**src/rtl/uart_bus_bridge.sv**
```systemverilog
// uart_bus_bridge: decodes framed read/write commands from a UART byte stream into peripheral-bus requests.
// Define UART_BRIDGE_TIMEOUT_EN to abort a request that gets no response within TIMEOUT_CYCLES.
module uart_bus_bridge #(
    parameter int unsigned TIMEOUT_CYCLES = 1024,
    parameter logic [7:0]  ACK_BYTE       = 8'hA5,
    parameter logic [7:0]  ERR_BYTE       = 8'hEE
) (
    input  logic        clk,
    input  logic        resetn,
    input  logic        rx_valid,
    input  logic [7:0]  rx_data,
    input  logic        tx_busy,
    output logic        tx_en,
    output logic [7:0]  tx_data,
    output logic        read,
    output logic        write,
    output logic [31:0] address,
    output logic [31:0] write_data,
    input  logic [31:0] read_data,
    input  logic        response,
    output logic        busy
);

    typedef enum logic [2:0] {
        IDLE, GET_ADDR, GET_DATA, BUS, SEND_ACK, SEND_DATA, SEND_ERR
    } state_t;

    localparam logic [7:0] OP_WRITE = 8'h01;
    localparam logic [7:0] OP_READ  = 8'h02;

    state_t      state;
    logic        is_read;
    logic [1:0]  cnt;
    logic [31:0] result;
    logic        tx_ready;
`ifdef UART_BRIDGE_TIMEOUT_EN
    logic [31:0] timer;
`endif

    // A strobe needs an idle transmitter and a quiet previous cycle, so pulses are at least 2 cycles apart.
    assign tx_ready = !tx_busy && !tx_en;

    // NOTE: every register here is updated with <= so all branches see the pre-edge values.
    always_ff @(posedge clk) begin
        if (!resetn) begin
            state      <= IDLE;
            is_read    <= 1'b0;
            cnt        <= 2'd0;
            result     <= '0;
            tx_en      <= 1'b0;
            tx_data    <= '0;
            read       <= 1'b0;
            write      <= 1'b0;
            address    <= '0;
            write_data <= '0;
            busy       <= 1'b0;
`ifdef UART_BRIDGE_TIMEOUT_EN
            timer      <= '0;
`endif
        end else begin
            tx_en <= 1'b0;
`ifdef UART_BRIDGE_TIMEOUT_EN
            if (state != BUS) timer <= '0;
`endif
            case (state)
                IDLE: if (rx_valid) begin
                    cnt  <= 2'd0;
                    busy <= 1'b1;
                    if (rx_data == OP_WRITE || rx_data == OP_READ) begin
                        is_read <= (rx_data == OP_READ);
                        state   <= GET_ADDR;
                    end else begin
                        state <= SEND_ERR;
                    end
                end
                GET_ADDR: if (rx_valid) begin
                    address <= {rx_data, address[31:8]};
                    cnt     <= cnt + 2'd1;
                    if (cnt == 2'd3) begin
                        if (is_read) begin
                            read  <= 1'b1;
                            state <= BUS;
                        end else begin
                            state <= GET_DATA;
                        end
                    end
                end
                GET_DATA: if (rx_valid) begin
                    write_data <= {rx_data, write_data[31:8]};
                    cnt        <= cnt + 2'd1;
                    if (cnt == 2'd3) begin
                        write <= 1'b1;
                        state <= BUS;
                    end
                end
                BUS: begin
                    // A response coinciding with expiry wins, so it is tested first.
                    if (response) begin
                        result <= read_data;
                        read   <= 1'b0;
                        write  <= 1'b0;
                        cnt    <= 2'd0;
                        state  <= SEND_ACK;
                    end
`ifdef UART_BRIDGE_TIMEOUT_EN
                    else if (timer == TIMEOUT_CYCLES - 1) begin
                        read  <= 1'b0;
                        write <= 1'b0;
                        cnt   <= 2'd0;
                        state <= SEND_ERR;
                    end else begin
                        timer <= timer + 32'd1;
                    end
`endif
                end
                SEND_ACK: if (tx_ready) begin
                    tx_en   <= 1'b1;
                    tx_data <= ACK_BYTE;
                    cnt     <= 2'd0;
                    if (is_read) begin
                        state <= SEND_DATA;
                    end else begin
                        state <= IDLE;
                        busy  <= 1'b0;
                    end
                end
                SEND_DATA: if (tx_ready) begin
                    tx_en   <= 1'b1;
                    tx_data <= result[{cnt, 3'b000} +: 8];
                    cnt     <= cnt + 2'd1;
                    if (cnt == 2'd3) begin
                        state <= IDLE;
                        busy  <= 1'b0;
                    end
                end
                SEND_ERR: if (tx_ready) begin
                    tx_en   <= 1'b1;
                    tx_data <= ERR_BYTE;
                    cnt     <= 2'd0;
                    state   <= IDLE;
                    busy    <= 1'b0;
                end
                default: begin
                    state <= IDLE;
                    busy  <= 1'b0;
                end
            endcase
        end
    end

endmodule

```
**config.mk**
```make
export PLATFORM = sky130hd
export DESIGN_NAME = uart_bus_bridge
export DESIGN_NICKNAME = d
export VERILOG_FILES = /design/src/rtl/uart_bus_bridge.sv
export SDC_FILE = /design/constraint.sdc
export NUM_CORES = 1
export LEC_CHECK = 0
export BUFFER_PORTS_ARGS = -buffer_cell sky130_fd_sc_hd__buf_2
export CAP_MARGIN = 20
export CORE_MARGIN = 2
export CORE_UTILIZATION = 38
export DETAILED_ROUTE_END_ITERATION = 16
export PLACE_DENSITY_LB_ADDON = 0.2
export SLEW_MARGIN = 40
export SYNTH_ARGS = -nofsm -noshare
export SYNTH_HDL_FRONTEND = slang
export SYNTH_SLANG_ARGS = --single-unit
```
**constraint.sdc**
```tcl
create_clock -name clk -period 1.7 [get_ports clk]
set_input_delay 0.51 -clock clk [delete_from_list [all_inputs] [get_ports clk]]
set_output_delay 0.51 -clock clk [all_outputs]
set_load 0.02 [all_outputs]
```
==> impl_metrics.json <==
{
  "critPathArrivalTime_ns": 1.87,
  "crit_path_cell_trace": "ha_1, nand2b_1, and2_1, mux2i_1, o311a_1",
  "cts_max_path_buffers": 2,
  "portBuffers": 120,
  "synth_ff_type": "dfxtp_1",
  "sequentialPowerShare_pct": 36.2,
  "worst-setup-path-type": "reg -> reg",
  "boundaryPins": 121,
  "synth_cells": 562,
  "period_minus_slack_ns": 1.58,
  "h-tree-depth": 4,
  "min_path_type": "in -> reg",
  "final.period_utilization_pct": 92.7,
  "power.internal_mw": 5.98,
  "fmax_ghz": 0.634,
  "first_iter_violations": 294,
  "finalMaxSlewViolations": 0,
  "setup_viol": 0,
  "p_comb_share_pct": 23.3,
  "tightest_slew_ns": 0.526,
  "grt_max_degree": 34,
  "drc": 0,
  "fin_worst_skew_ns": 0.00578,
  "cpPeakStageDelay_ns": 0.37,
  "coreArea_um2": 12100,
  "grt_antenna_before_repair": 2,
  "setup_slack_ns": 0.124,
  "tritoncts": "built",
  "ys_seq_area_share_pct": 47.9,
  "endpoint_kind": "register",
  "synth_seq_cells": 114,
  "syn_area_per_cell_um2": 8.48,
  "powerDensity_nw_per_um2": 1360,
  "die_w_um": 116,
  "design_power_total_mw": 8.45,
  "drive_gt1_share_pct": 26.3,
  "crit_fanout": 6,
  "final_area_um2": 6230,
  "dp_slack_ns": -0.142,
  "ctsResizeCount": 0,
  "via_per_inst": 4.84,
  "ys_async_sr_fraction_pct": 0,
  "synth_top_area_cell": "dfxtp_1",
  "met3_wirelength_um": 684,
  "yosysUniqueCellTypes": 42,
  "area_growth_pct": 30.7,
  "ys_warn_count": 0,
  "syn_nets": 608,
  "crit_required_ns": 1.99,
  "clockRootBuffer": "clkbuf_16",
  "finalHoldViolCount": 0,
  "p_sw_mw": 2.46,
  "cts_sinks": 114,
  "p_leak_nw": 2.51,
  "vdd_drop_max_mv": 0.597,
  "sw_frac_of_total_pct": 29.2,
  "numCtsBuffers": 17,
  "maxCapViolCount": 0,
  "wl_met1_mm": 5.03,
  "holdBufCountCts": 0,
  "firstDrtPassIters": 5,
  "cp_slowest_cell": "dfxtp_1",
  "dpl_cell_area_um2": 5650,
  "outcome": "complete, no violations",
  "synth_edf_count": 0,
  "top_layer": "met5",
  "fp.dieH_um": 116,
  "fillers": 1198,
  "synthTopCellsByArea": "dfxtp_1 (48%), nand2_1 (16%), a21boi_1 (8.7%)",
  "synth_top_cell_area_share_pct": 47.9,
  "dp_hpwl_mm": 8.08,
  "utilization_pct": 51.4,
  "maxSlewHeadroom_pct": 64.9,
  "routed_wl_mm": 11.3,
  "row_count": 40,
  "via_count": 4186,
  "clkPwrFrac_pct": 40.5,
  "grt_overflow": 0,
  "fin_nets": 731,
  "cts_setup_buffers": 0,
  "clkSlewWorstSetupHoldPaths_ns": 0.05,
  "ant_nets": 0,
  "avgRoutedWirePerCell_um": 13.1,
  "wl_met2_mm": 5.39,
  "dieArea_um2": 13500,
  "rsz0062_at_grt": "false",
  "first_global_vias": 4023,
  "start_kind": "register",
  "clk_latency_ns": 0.41,
  "grt_pass1_wl_mm": 18.4,
  "grt_usage_pct": 17.4,
  "gp_congestion": 0.839,
  "start_util_pct": 39.3,
  "synth_area_um2": 4760
}
-- worst max-delay path, delay by kind of cell, from the launching register on --
family                     cells  cell delay [ns]
adders and majority gates      1             0.28
muxes                          1             0.10
and+or+nand+nor                2             0.37
AOI/OAI and AO/OA              1             0.34
DFF                            1             0.37
-- routing by layer --
layer	global-route usage (%)	vias up
met4	7.46	2
met1	20.6	1933
li1	-	2126
met5	0	-
met3	5.60	16
met2	29.2	109
-- worst paths after layout --
path | startpoint | end | slack, ns | cells past startpoint
setup / recovery | cnt[0] | state[2] | 0.12 | 5
hold / removal | read_data[28] | result[28] | 0.33 | 3
setup reg to reg | cnt[0] | state[2] | 0.12 | 5
hold reg to reg | result[11] | result[11] | 0.45 | 2
-- cell usage after synthesis (4+ instances only) --
master    count
o21ai_0      13
nor3_1        8
nand2b_1      8
mux4_2        8
nand2_1     202
buf_2        21
nor2_1       21
a21boi_0     42
clkbuf_1     14
a21boi_1     55
a21oi_1       4
dfxtp_1     114
nor2b_1       4
-- stage by stage --
stage	instances	hold slack (ns)	setup TNS, ns
final	865	0.333	0
after global routing	864	0.335	0
after CTS	864	0.322	0
after detailed placement	834	0.445	-0.231
after global placement	834	0.439	-0.147
after floorplan	562	0.432	0
-- cell type report --
cell class | count | area [um^2] | share of cell area, %
well taps | 168 | 210 | 3.38
repair buffers | 142 | 853 | 13.7
inverters | 3 | 11.3 | 0.181
clock buffers | 26 | 499 | 8.02
flip-flops and latches | 114 | 2280 | 36.7
multi-input cells | 407 | 2290 | 36.8
diodes | 1 | 2.50 | 0.0402
clock inverters | 4 | 73.8 | 1.19
-- power groups by stage --
stage               Combinational, mW  Sequential (mW)  Clock, mW
finish                           1.97             3.06       3.42
floorplan                        1.22             3.17          0
global placement                 1.93             3.10          0
global route                     2.18             3.09       3.61
CTS                              1.98             3.05       3.49
detailed placement               1.96             3.10          0
-- layout by cell type (no fill, tap or decap), types with 2 or more instances in the layout --
cell type  synthesis  final
nand2_1          202    202
buf_2             21    120
dfxtp_1          114    113
a21boi_1          55     55
a21boi_0          42     42
nor2_1            21     21
clkbuf_16          0     17
buf_4              3     15
o21ai_0           13     13
nand2b_1           8      8
mux4_2             8      8
nor3_1             8      8
buf_12             0      7
clkbuf_1          14      5
nor2b_1            4      4
a21oi_1            4      4
clkbuf_8           0      4
inv_1              3      3
and2_1             3      3
and3_1             3      3
nand3_1            3      3
mux2i_1            3      3
nor2_2             2      2
nor3b_2            2      2
a31oi_1            2      2
o311a_1            2      2
nand3b_1           2      2
o211ai_1           2      2
a2bb2oi_1          2      2
bufinv_16          0      2
-- sequential cells by signal (all words and copies together), names as in the netlist --
name and flops:
tx_data 8, write_data 32, tx_en 1, address 32, read 1, is_read 1, result 32, busy 1
cnt 2, write 1, state 3
-- cell families (layout without fill, tap and decap cells) --
logic type / after synthesis / after routing / share of synthesized area, %
DFF: 114 / 114 / 47.9
xor gates and xnor gates: 1 / 1 / 0.184
buffers and inverters: 41 / 175 / 4.02
and+or+nand+nor: 263 / 263 / 23.0
adders and majority gates: 1 / 1 / 0.263
AOI/OAI and AO/OA: 130 / 130 / 20.0
muxes: 12 / 12 / 4.65
other: 0 / 1 / 0
Power figures use the tool's default switching activity.
